$ cat src/rtl/pipe_pkg.sv
// Shared types and default widths for the elastic pipeline register.
package pipe_pkg;

  typedef enum logic [1:0] {
    EMPTY = 2'd0,
    ONE   = 2'd1,
    FULL  = 2'd2
  } pipe_state_e;

  localparam int OCC_W          = 2;
  localparam int DEFAULT_DATA_W = 64;
  localparam int DEFAULT_CTRL_W = 4;
  localparam int DEFAULT_ADDR_W = 5;

endpackage

$ cat src/rtl/pipe_slot.sv
// Load-enabled payload register with synchronous clear (clear wins over load).
module pipe_slot #(
  parameter int W = 8
) (
  input  logic         clk,
  input  logic         clr,
  input  logic         load,
  input  logic [W-1:0] d,
  output logic [W-1:0] q
);

  always_ff @(posedge clk) begin
    if (clr) begin
      q <= '0;
    end else if (load) begin
      q <= d;
    end
  end

endmodule

$ cat src/rtl/elastic_pipe_reg.sv
// Two-entry elastic pipeline register (main + skid slot) with flush and memory stall.
module elastic_pipe_reg #(
  parameter int DATA_W = pipe_pkg::DEFAULT_DATA_W,
  parameter int CTRL_W = pipe_pkg::DEFAULT_CTRL_W,
  parameter int ADDR_W = pipe_pkg::DEFAULT_ADDR_W
) (
  input  logic                       clk,
  input  logic                       reset,
  input  logic                       in_valid,
  output logic                       in_ready,
  input  logic [DATA_W-1:0]          in_data,
  input  logic [CTRL_W-1:0]          in_ctrl,
  input  logic [ADDR_W-1:0]          in_addr,
  output logic                       out_valid,
  input  logic                       out_ready,
  output logic [DATA_W-1:0]          out_data,
  output logic [CTRL_W-1:0]          out_ctrl,
  output logic [ADDR_W-1:0]          out_addr,
  input  logic                       busywait,
  input  logic                       flush,
  output logic [pipe_pkg::OCC_W-1:0] occupancy,
  output pipe_pkg::pipe_state_e      state_dbg
);
  import pipe_pkg::*;

  localparam int PW = DATA_W + CTRL_W + ADDR_W;

  pipe_state_e   state_q, state_d;
  logic [PW-1:0] in_word, main_d, main_q, skid_q;
  logic          main_load, skid_load, main_from_skid, slot_clr;
  logic          in_fire, out_fire;

  // Handshake: a beat transfers on an edge where valid and ready are both high
  // (downstream additionally needs busywait low). valid never waits on ready,
  // in_ready depends only on registered state and reset, and the payload holds
  // steady while out_valid is high and no transfer occurs.
  assign in_ready  = (state_q != FULL) && !reset;
  assign out_valid = (state_q != EMPTY) && !reset;
  assign in_fire   = in_valid && in_ready;
  assign out_fire  = out_valid && out_ready && !busywait;

  assign occupancy = reset ? '0 : OCC_W'(state_q);
  assign state_dbg = state_q;

  assign in_word  = {in_data, in_ctrl, in_addr};
  assign main_d   = main_from_skid ? skid_q : in_word;
  assign slot_clr = reset || flush;

  // Bubbles present zero control so no write is issued downstream.
  assign out_data = main_q[PW-1 -: DATA_W];
  assign out_ctrl = out_valid ? main_q[ADDR_W +: CTRL_W] : '0;
  assign out_addr = main_q[ADDR_W-1:0];

  always_ff @(posedge clk) begin
    if (reset) begin
      state_q <= EMPTY;
    end else begin
      state_q <= state_d;
    end
  end

  always_comb begin
    state_d        = state_q;
    main_load      = 1'b0;
    skid_load      = 1'b0;
    main_from_skid = 1'b0;
    if (flush) begin
      state_d = EMPTY;
    end else begin
      case (state_q)
        EMPTY: begin
          if (in_fire) begin
            main_load = 1'b1;
            state_d   = ONE;
          end
        end
        ONE: begin
          if (in_fire && out_fire) begin
            main_load = 1'b1;
          end else if (in_fire) begin
            skid_load = 1'b1;
            state_d   = FULL;
          end else if (out_fire) begin
            state_d = EMPTY;
          end
        end
        FULL: begin
          if (out_fire) begin
            main_load      = 1'b1;
            main_from_skid = 1'b1;
            state_d        = ONE;
          end
        end
        default: state_d = EMPTY;
      endcase
    end
  end

  pipe_slot #(.W(PW)) u_main (
    .clk  (clk),
    .clr  (slot_clr),
    .load (main_load),
    .d    (main_d),
    .q    (main_q)
  );

  pipe_slot #(.W(PW)) u_skid (
    .clk  (clk),
    .clr  (slot_clr),
    .load (skid_load),
    .d    (in_word),
    .q    (skid_q)
  );

endmodule
$ cat config.mk
export PLATFORM = sky130hd
export DESIGN_NAME = elastic_pipe_reg
export DESIGN_NICKNAME = d
export VERILOG_FILES = /design/src/rtl/pipe_pkg.sv /design/src/rtl/pipe_slot.sv /design/src/rtl/elastic_pipe_reg.sv
export SDC_FILE = /design/constraint.sdc
export NUM_CORES = 1
export LEC_CHECK = 0
export BUFFER_PORTS_ARGS = -buffer_cell sky130_fd_sc_hd__buf_2
export CORE_AREA = 4 4 156 158
export CTS_CLUSTER_SIZE = 16
export DETAILED_ROUTE_END_ITERATION = 12
export DIE_AREA = 0 0 160 162
export PLACE_DENSITY_LB_ADDON = 0.08
export SETUP_SLACK_MARGIN = 0.2
export SLEW_MARGIN = 15
export SYNTH_ARGS = -nofsm -noshare
export SYNTH_HDL_FRONTEND = slang
export SYNTH_HIERARCHICAL = 1
export SYNTH_SLANG_ARGS = --single-unit
$ cat constraint.sdc
create_clock -name clk -period 3.6 [get_ports clk]
set_clock_uncertainty 0.1 [all_clocks]
set_input_delay 0.54 -clock clk [delete_from_list [all_inputs] [get_ports clk]]
set_output_delay 0.54 -clock clk [all_outputs]
set_load 0.005 [all_outputs]
; After elaboration in Yosys (flattened, before gate mapping)
; Index checks and enable logic that the tools add are counted.
[totals]
reg_bits = 148
inputBits = 79
wordCells = 42
memories = 0
rom_bits = 0
ramBits = 0
latchBits = 0
[op_classes]
addsub = 0
n_bitwise = 0
n_div = 0
multipliers = 0
eq_ne = 7
n_mux = 19
n_lt_le_gt_ge = 0
reduce_logical = 13
shift = 0
[op_table]
columns = cell, n
row1 = $mux W73, 1
row2 = $mux W2, 6
row3 = $mux W1, 9
row4 = $ne A2 B2 Y1 const B, 4
row5 = $logic_and A1 B1 Y1, 6
row6 = $pmux W2 S3, 1
row7 = $mux W4, 1
row8 = $reduce_and A4 Y1, 1
row9 = $ne A3 B3 Y1 const B, 1
row10 = $pmux W1 S3, 1
row11 = $eq A2 B1 Y1 const B, 1
row12 = $eq A2 B2 Y1 const B, 1
row13 = $logic_not A1 Y1, 2
row14 = $logic_not A2 Y1, 1
row15 = $reduce_bool A2 Y1, 1
row16 = $reduce_or A2 Y1, 1
row17 = $logic_or A1 B1 Y1, 1

; Depth between registers and ports, before layout
; Gate-level depths: netlist (run 1).
[depth]
depth_word = 8
ltp_mapped = 8

; By module
; The synthesis (run 1) kept the hierarchy.
[modules_own_cells]
columns = mod, cells_per_inst, n_inst, area_each_um2, seq_area_each_um2
row1 = pipe_slot, 235, 2, 2657.5, 1461.4
row2 = elastic_pipe_reg, 109, 1, 1472.7, 40.0

; Least setup slack after synthesis (run 1)
; OpenSTA, ideal clock, no wires.
[synth_path]
path_type = input -> register
startpoint = input busywait
endpoint = register u_skid.q[10]
path_stages = 6
slack_ns = 1.556
arrival_ns = 1.816
path_buffers = 2
cell_sequence = and2b_2 nor4b_1 buf_12 buf_12 mux2i_1 nor2_1
[synth_between]
elab_chain_len = 6
[synth_rtl]
columns = item, line_no
row1 = from (decl), elastic_pipe_reg.sv:19  ; input logic busywait,
row2 = $logic_not A1 Y1, elastic_pipe_reg.sv:40  ; assign out_fire = out_valid && out_ready && !busywait;
row3 = $logic_and A1 B1 Y1, elastic_pipe_reg.sv:40
row4 = $logic_and A1 B1 Y1, elastic_pipe_reg.sv:78  ; if (in_fire && out_fire) begin
row5 = $mux W1, elastic_pipe_reg.sv:78
row6 = $mux W1, elastic_pipe_reg.sv:70  ; case (state_q)
row7 = $mux W1, elastic_pipe_reg.sv:67  ; if (flush) begin
row8 = net skid_load, elastic_pipe_reg.sv:30  ; logic main_load, skid_load, main_from_skid, slot_clr;
row9 = to (signal assigned), pipe_slot.sv:14  ; q <= '0;
row10 = to (signal assigned), pipe_slot.sv:16  ; q <= d;
row11 = to (decl), pipe_slot.sv:9  ; output logic [W-1:0] q
; The timed path passes the listed nets, and every way through them passes these cells.
; A chain may end at the register's enable or synchronous reset.

; Worst setup path in the final report (run 1)
[layout_path]
startpoint = input reset
endpoint = register u_main.q[13]
[layout_between]
elab_chain_len = 8
elab_cells_between_ends = 16
cone_classes = mux (8) / reduce/logical (8)
[layout_rtl]
columns = item, line_no
row1 = from (decl), elastic_pipe_reg.sv:8  ; input logic reset,
row2 = $logic_not A1 Y1, elastic_pipe_reg.sv:38  ; assign out_valid = (state_q != EMPTY) && !reset;
row3 = $logic_and A1 B1 Y1, elastic_pipe_reg.sv:38
row4 = $logic_and A1 B1 Y1 (2 in series), elastic_pipe_reg.sv:40
row5 = $mux W1, elastic_pipe_reg.sv:88  ; if (out_fire) begin
row6 = $mux W1, elastic_pipe_reg.sv:70
row7 = $mux W1, elastic_pipe_reg.sv:67
row8 = $mux W73, elastic_pipe_reg.sv:46  ; assign main_d = main_from_skid ? skid_q : in_word;
row9 = net main_d[13], elastic_pipe_reg.sv:29  ; logic [PW-1:0] in_word, main_d, main_q, skid_q;
row10 = to (signal assigned), pipe_slot.sv:14
row11 = to (signal assigned), pipe_slot.sv:16
row12 = to (decl), pipe_slot.sv:9
; The timed path passes the listed nets, and every way through them passes these cells.

==> results of run 1 <==
[registers in the layout, indices dropped and copies added, names as in the netlist]
| register | count |
|---|---|
| state_dbg | 2 |
| u_main/q | 73 |
| u_skid/q | 73 |
[layout make-up]
class,count,area (µm²),share of cell area (%)
clock inverters,13,130,1.61
multi-input cells,390,3290,40.6
clock buffers,19,453,5.59
repair buffers,166,903,11.1
flip-flops and latches,148,2960,36.6
well taps,290,363,4.48
[cell usage after synthesis (all sizes together), types with 2 or more instances]
library cell | number | area [µm²]
nor2b | 2 | 12.5
clkbuf | 2 | 10.0
and2 | 4 | 25.0
a21oi | 2 | 10.0
and2b | 4 | 35.0
mux2 | 73 | 1080
mux2i | 147 | 1470
dfxtp | 148 | 2960
buf | 39 | 544
nor2 | 149 | 559
[critical path: cells and delay by family]
family                 cells  cell delay (ps)
buffers and inverters      2              470
muxes                      2              480
and+or+nand+nor            3             1060
[per-stage QoR]
| step | utilization (%) | setup WS [ps] |
|---|---|---|
| floorplan | - | 1560 |
| global placement | 32.5 | 786 |
| detailed placement | 32.5 | 761 |
| CTS | 35.0 | 1180 |
| global route | 35.0 | 1060 |
| finish | 35.0 | 1210 |
[routing by layer]
metal | track usage (%) | part of all wire, %
met3 | 4.82 | 6.0
met1 | 14.6 | 44
met2 | 20.8 | 48
met5 | 0 | 0.26
met4 | 3.64 | 1.4
[worst max path at each step]
| stage | slack [ps] | cells after the start | from | end |
|---|---|---|---|---|
| after CTS | 1180 | 4 | state_dbg[0] | out_ctrl[1] |
| after detailed placement | 760 | 7 | reset | u_main/q[20] |
| after global placement | 790 | 7 | reset | u_main/q[17] |
| after floorplan | 1560 | 6 | busywait | u_skid/q[10] |
| after global routing | 1060 | 7 | reset | u_main/q[12] |
| final | 1210 | 7 | reset | u_main/q[13] |
[kinds of logic (layout without fill, tap and decap cells)]
logic type | Yosys count | count (layout) | share of synthesized area (%)
AOI/OAI and AO/OA | 4 | 4 | 0.369
buffers and inverters | 41 | 198 | 8.17
DFF | 148 | 148 | 43.6
muxes | 220 | 220 | 37.7
and+or+nand+nor | 166 | 166 | 10.2
[power by group]
| group | switching (W) | internal, W | total, W |
|---|---|---|---|
| combinational | 0.000125 | 0.000142 | 0.000267 |
| sequential | 0.0000100 | 0.00165 | 0.00166 |
| clock | 0.000707 | 0.00105 | 0.00176 |
==> impl_metrics.json, run 1 <==
{
  "status": "finished clean",
  "io_buffers": 157,
  "die_area_mm2": 0.0259,
  "fin_area_mm2": 0.00810,
  "vias": 4536,
  "hold-worst-slack_ps": 278,
  "maxCapViolCount": 0,
  "fmax_mhz": 418,
  "dp_hpwl_mm": 10.5,
  "clockBufferDepth": 2,
  "reg2reg_depth": 6,
  "dp_cells": 994,
  "grt_use_total_pct": 12.3,
  "finalPower_w": 0.00369,
  "initial_core_util_pct": 29.4,
  "relSlewSlack_pct": 57.3,
  "fp.dieH_um": 162,
  "yosysWarnings": 6,
  "numClockSinks": 148,
  "min_path_type": "input pin to flip-flop",
  "fin_setup_tns_ps": 0,
  "critPathMaxStageDelay_ps": 540,
  "path_class": "input pin to flip-flop",
  "drc": 0,
  "cts_htree_levels": 4,
  "final_cell_mix": "157 x buf_2, 149 x nor2_1, 148 x dfxtp_1, 147 x mux2i_1, 70 x mux2_4",
  "clk_pin_slew_worst_paths_ps": 70,
  "cts_buffers": 17,
  "ir_drop_v": 0.000253,
  "nets": 802,
  "post_cts_resized": 0,
  "grt_pass1_vias": 4629,
  "crit_fanout": 42,
  "firstDrtPassIters": 4,
  "arrival_ps": 2570,
  "crit_required_ps": 3780,
  "fin_crit_ps": 2390,
  "tightest_slew_ps": 640,
  "drt_iter0_markers": 167,
  "dieWidth_um": 160,
  "synth_edf_count": 0,
  "synth_fp_nets": 658,
  "async_flop_share_pct": 0,
  "min_to": "u_skid/q[2]",
  "gp_congestion": 0.694,
  "layout.cells.non_filler": 1026,
  "drive_gt1_share_pct": 38.0,
  "wl_per_cell_um": 15.6,
  "placed_area_mm2": 0.00752,
  "synth.avg_cell_area_um2": 11.7,
  "holdPathStages": 3,
  "fill_cells": 2395,
  "io_pins": 158,
  "clkLatencyLatePin_ps": 410,
  "crit_path_end_kind": "flip-flop",
  "drt-vias-per-instance": 4.42,
  "num_rows": 56,
  "ys_seq_elements": 148,
  "coreArea_mm2": 0.0231,
  "seq_area_frac_synth_pct": 43.6,
  "syn-cell-area_mm2": 0.00679,
  "setup_violations": 0,
  "antenna_found_initial": 3,
  "worstHoldStart": "in_addr[2]",
  "rr_endpoint": "u_main/q[13]",
  "diodes": 0,
  "cp_slowest_cell": "nand3b_4",
  "grt-ovfl-total": 0,
  "rsz0062_at_grt": "false",
  "timing.rr.start": "state_dbg[0]",
  "post-cts-setup-buffer-count": 0,
  "grt_pass1_wl_mm": 25.5,
  "cts_hold_buffers": 0,
  "rrSetupSlack_ps": 1330,
  "p_leak_nw": 3.47,
  "areaGrowthSynthToFinish_pct": 19.4,
  "syn_inst": 579,
  "layout_commonest_cell": "buf_2",
  "synth_cell_types": 22,
  "ant_nets": 0,
  "slew_viol_final": 0,
  "power_density_mw_per_mm2": 456,
  "fin_crit_sh_pct": 66.5,
  "synth-main-ff-cell": "dfxtp_1",
  "drt_wl_total_mm": 16.0,
  "startpoint_type": "input pin",
  "grt_max_degree": 74,
  "cts_tree": "yes",
  "path_cells": "buf_2 > or2_4 > nand3b_4 > buf_4 > mux2_4 > mux2i_1 > nor2_1",
  "hold_viol_final": 0,
  "cts_root_buffer": "clkbuf_16"
}
(Power assumes the default switching activity.)
==> run 2, diff against run 1 <==
clock period = 2.1 ns   (was 3.6 ns; I/O delays follow)
==> impl_metrics.json, run 2 (same netlist as run 1, synthesis figures left out) <==
{
  "status": "finished clean",
  "relSlewSlack_pct": 42.0,
  "critPathMaxStageDelay_ps": 370,
  "initial_core_util_pct": 29.4,
  "cp.depth": 6,
  "crit_required_ps": 2270,
  "drt_wl_total_mm": 17.5,
  "fp.dieH_um": 162,
  "path_class": "flip-flop to flip-flop",
  "io_buffers": 157,
  "cts_htree_levels": 4,
  "drc": 0,
  "multi_input_area_mm2": 0.00334,
  "crit_path_end": "u_main/q[1]",
  "cts_tree": "yes",
  "p_leak_nw": 3.64,
  "layout.cells.non_filler": 1045,
  "num_rows": 56,
  "cp_num_buf_inv": 1,
  "rrSetupSlack_ps": 280,
  "crit_fanout": 29,
  "areaGrowthSynthToFinish_pct": 25.5,
  "numClockSinks": 148,
  "clockBufferDepth": 2,
  "final_cell_mix": "156 x buf_2, 147 x nor2_1, 146 x dfxtp_1, 145 x mux2i_1, 70 x mux2_4",
  "fill_cells": 2347,
  "power_density_mw_per_mm2": 742,
  "grt_max_degree": 81,
  "cp_slowest_cell": "mux2_2",
  "io_pins": 158,
  "dieWidth_um": 160,
  "timing.rr.start": "state_dbg[1]",
  "clkLatencyLatePin_ps": 410,
  "grt_pass1_vias": 4770,
  "cts_hold_buffers": 0,
  "rsz0062_at_grt": "true",
  "coreArea_mm2": 0.0231,
  "gp_congestion": 0.671,
  "cts_buffers": 17,
  "cts_root_buffer": "clkbuf_16",
  "wl_per_cell_um": 16.7,
  "fin_setup_tns_ps": 0,
  "drt_iter0_markers": 172,
  "grt_use_total_pct": 12.7,
  "grt_pass1_wl_mm": 26.0,
  "path_cells": "and2b_2 > nand3b_4 > buf_12 > mux2_2 > mux2i_1 > nor2_1",
  "fin_crit_sh_pct": 86.6,
  "fin_crit_ps": 1820,
  "dp_hpwl_mm": 10.8,
  "hold_viol_final": 0,
  "ant_nets": 0,
  "drt-vias-per-instance": 4.45,
  "setup_violations": 0,
  "crit_path_end_kind": "flip-flop",
  "drive_gt1_share_pct": 40.4,
  "clk_pin_slew_worst_paths_ps": 60,
  "hold-worst-slack_ps": 55.4,
  "min_path_type": "input pin to flip-flop",
  "firstDrtPassIters": 4,
  "maxCapViolCount": 0,
  "rr_endpoint": "u_main/q[1]",
  "ir_drop_v": 0.000441,
  "diodes": 0,
  "layout_commonest_cell": "buf_2",
  "tightest_slew_ps": 870,
  "seq_area_mm2": 0.00297,
  "arrival_ps": 1990,
  "antenna_found_initial": 2,
  "critical_path.top_delay_family": "multiplexers",
  "grt-ovfl-total": 0,
  "slew_viol_final": 0,
  "startpoint_type": "flip-flop",
  "reg2reg_depth": 6,
  "vias": 4647,
  "die_area_mm2": 0.0259,
  "fmax_mhz": 550,
  "dp_cells": 999,
  "nets": 822,
  "crit_start": "state_dbg[1]"
}
-- run 2: tightest hold or removal path, cell delays in order --
cell,delay (ps)
buf_2,90
mux2i_1,60
nor2_1,70
-- run 2: layer usage --
layer	track usage, %	vias up	part of all wire (%)
li1	-	2290	-
met1	15.1	2229	45
met2	21.3	105	48
met3	4.34	19	5.5
met4	4.50	4	1.3
met5	0	-	0.19
-- run 2: worst min path at each step --
stage | to | start | slack [ps] | cells past startpoint
2_1_floorplan | u_main/q[5] | u_main/q[5] | 350 | 2
3_3_place_gp | u_main/q[6] | u_main/q[6] | 370 | 2
3_5_place_dp | u_main/q[0] | u_main/q[0] | 380 | 2
4_1_cts | u_skid/q[55] | in_data[46] | 30 | 3
5_1_grt | u_skid/q[30] | in_data[21] | 40 | 3
6_report | u_skid/q[21] | in_data[12] | 60 | 3
-- run 2: stage by stage --
step	utilization [%]	setup slack (ps)	power, W	instance area [µm²]
after floorplan	-	281	0.00323	6790
after global placement	32.8	76.1	0.00338	7590
after detailed placement	32.8	57.5	0.00339	7590
after CTS	35.6	207	0.00642	8230
after global routing	36.8	178	0.00661	8520
final	36.8	281	0.00632	8520
-- run 2: what timing repair did --
item                                    in CTS  in global routing
resized for setup                            4                 27
cloned                                       1                  9
hold endpoints to repair                     0                  0
endpoints found under the setup margin      99                148
setup buffers                                2                  3
pin swaps                                    1                  2
-- run 2: power by group --
group	switching, W	total (W)	internal, W
Sequential	0.0000154	0.00285	0.00284
Clock	0.00115	0.00296	0.00181
Combinational	0.000233	0.000514	0.000282
-- run 2: final cells by class --
cell class / count / share of cell area, %
well taps: 290 / 4.26
repair buffers: 186 / 15.1
flip-flops and latches: 148 / 34.8
multi-input cells: 390 / 39.2
clock buffers: 23 / 5.49
clock inverters: 8 / 1.20
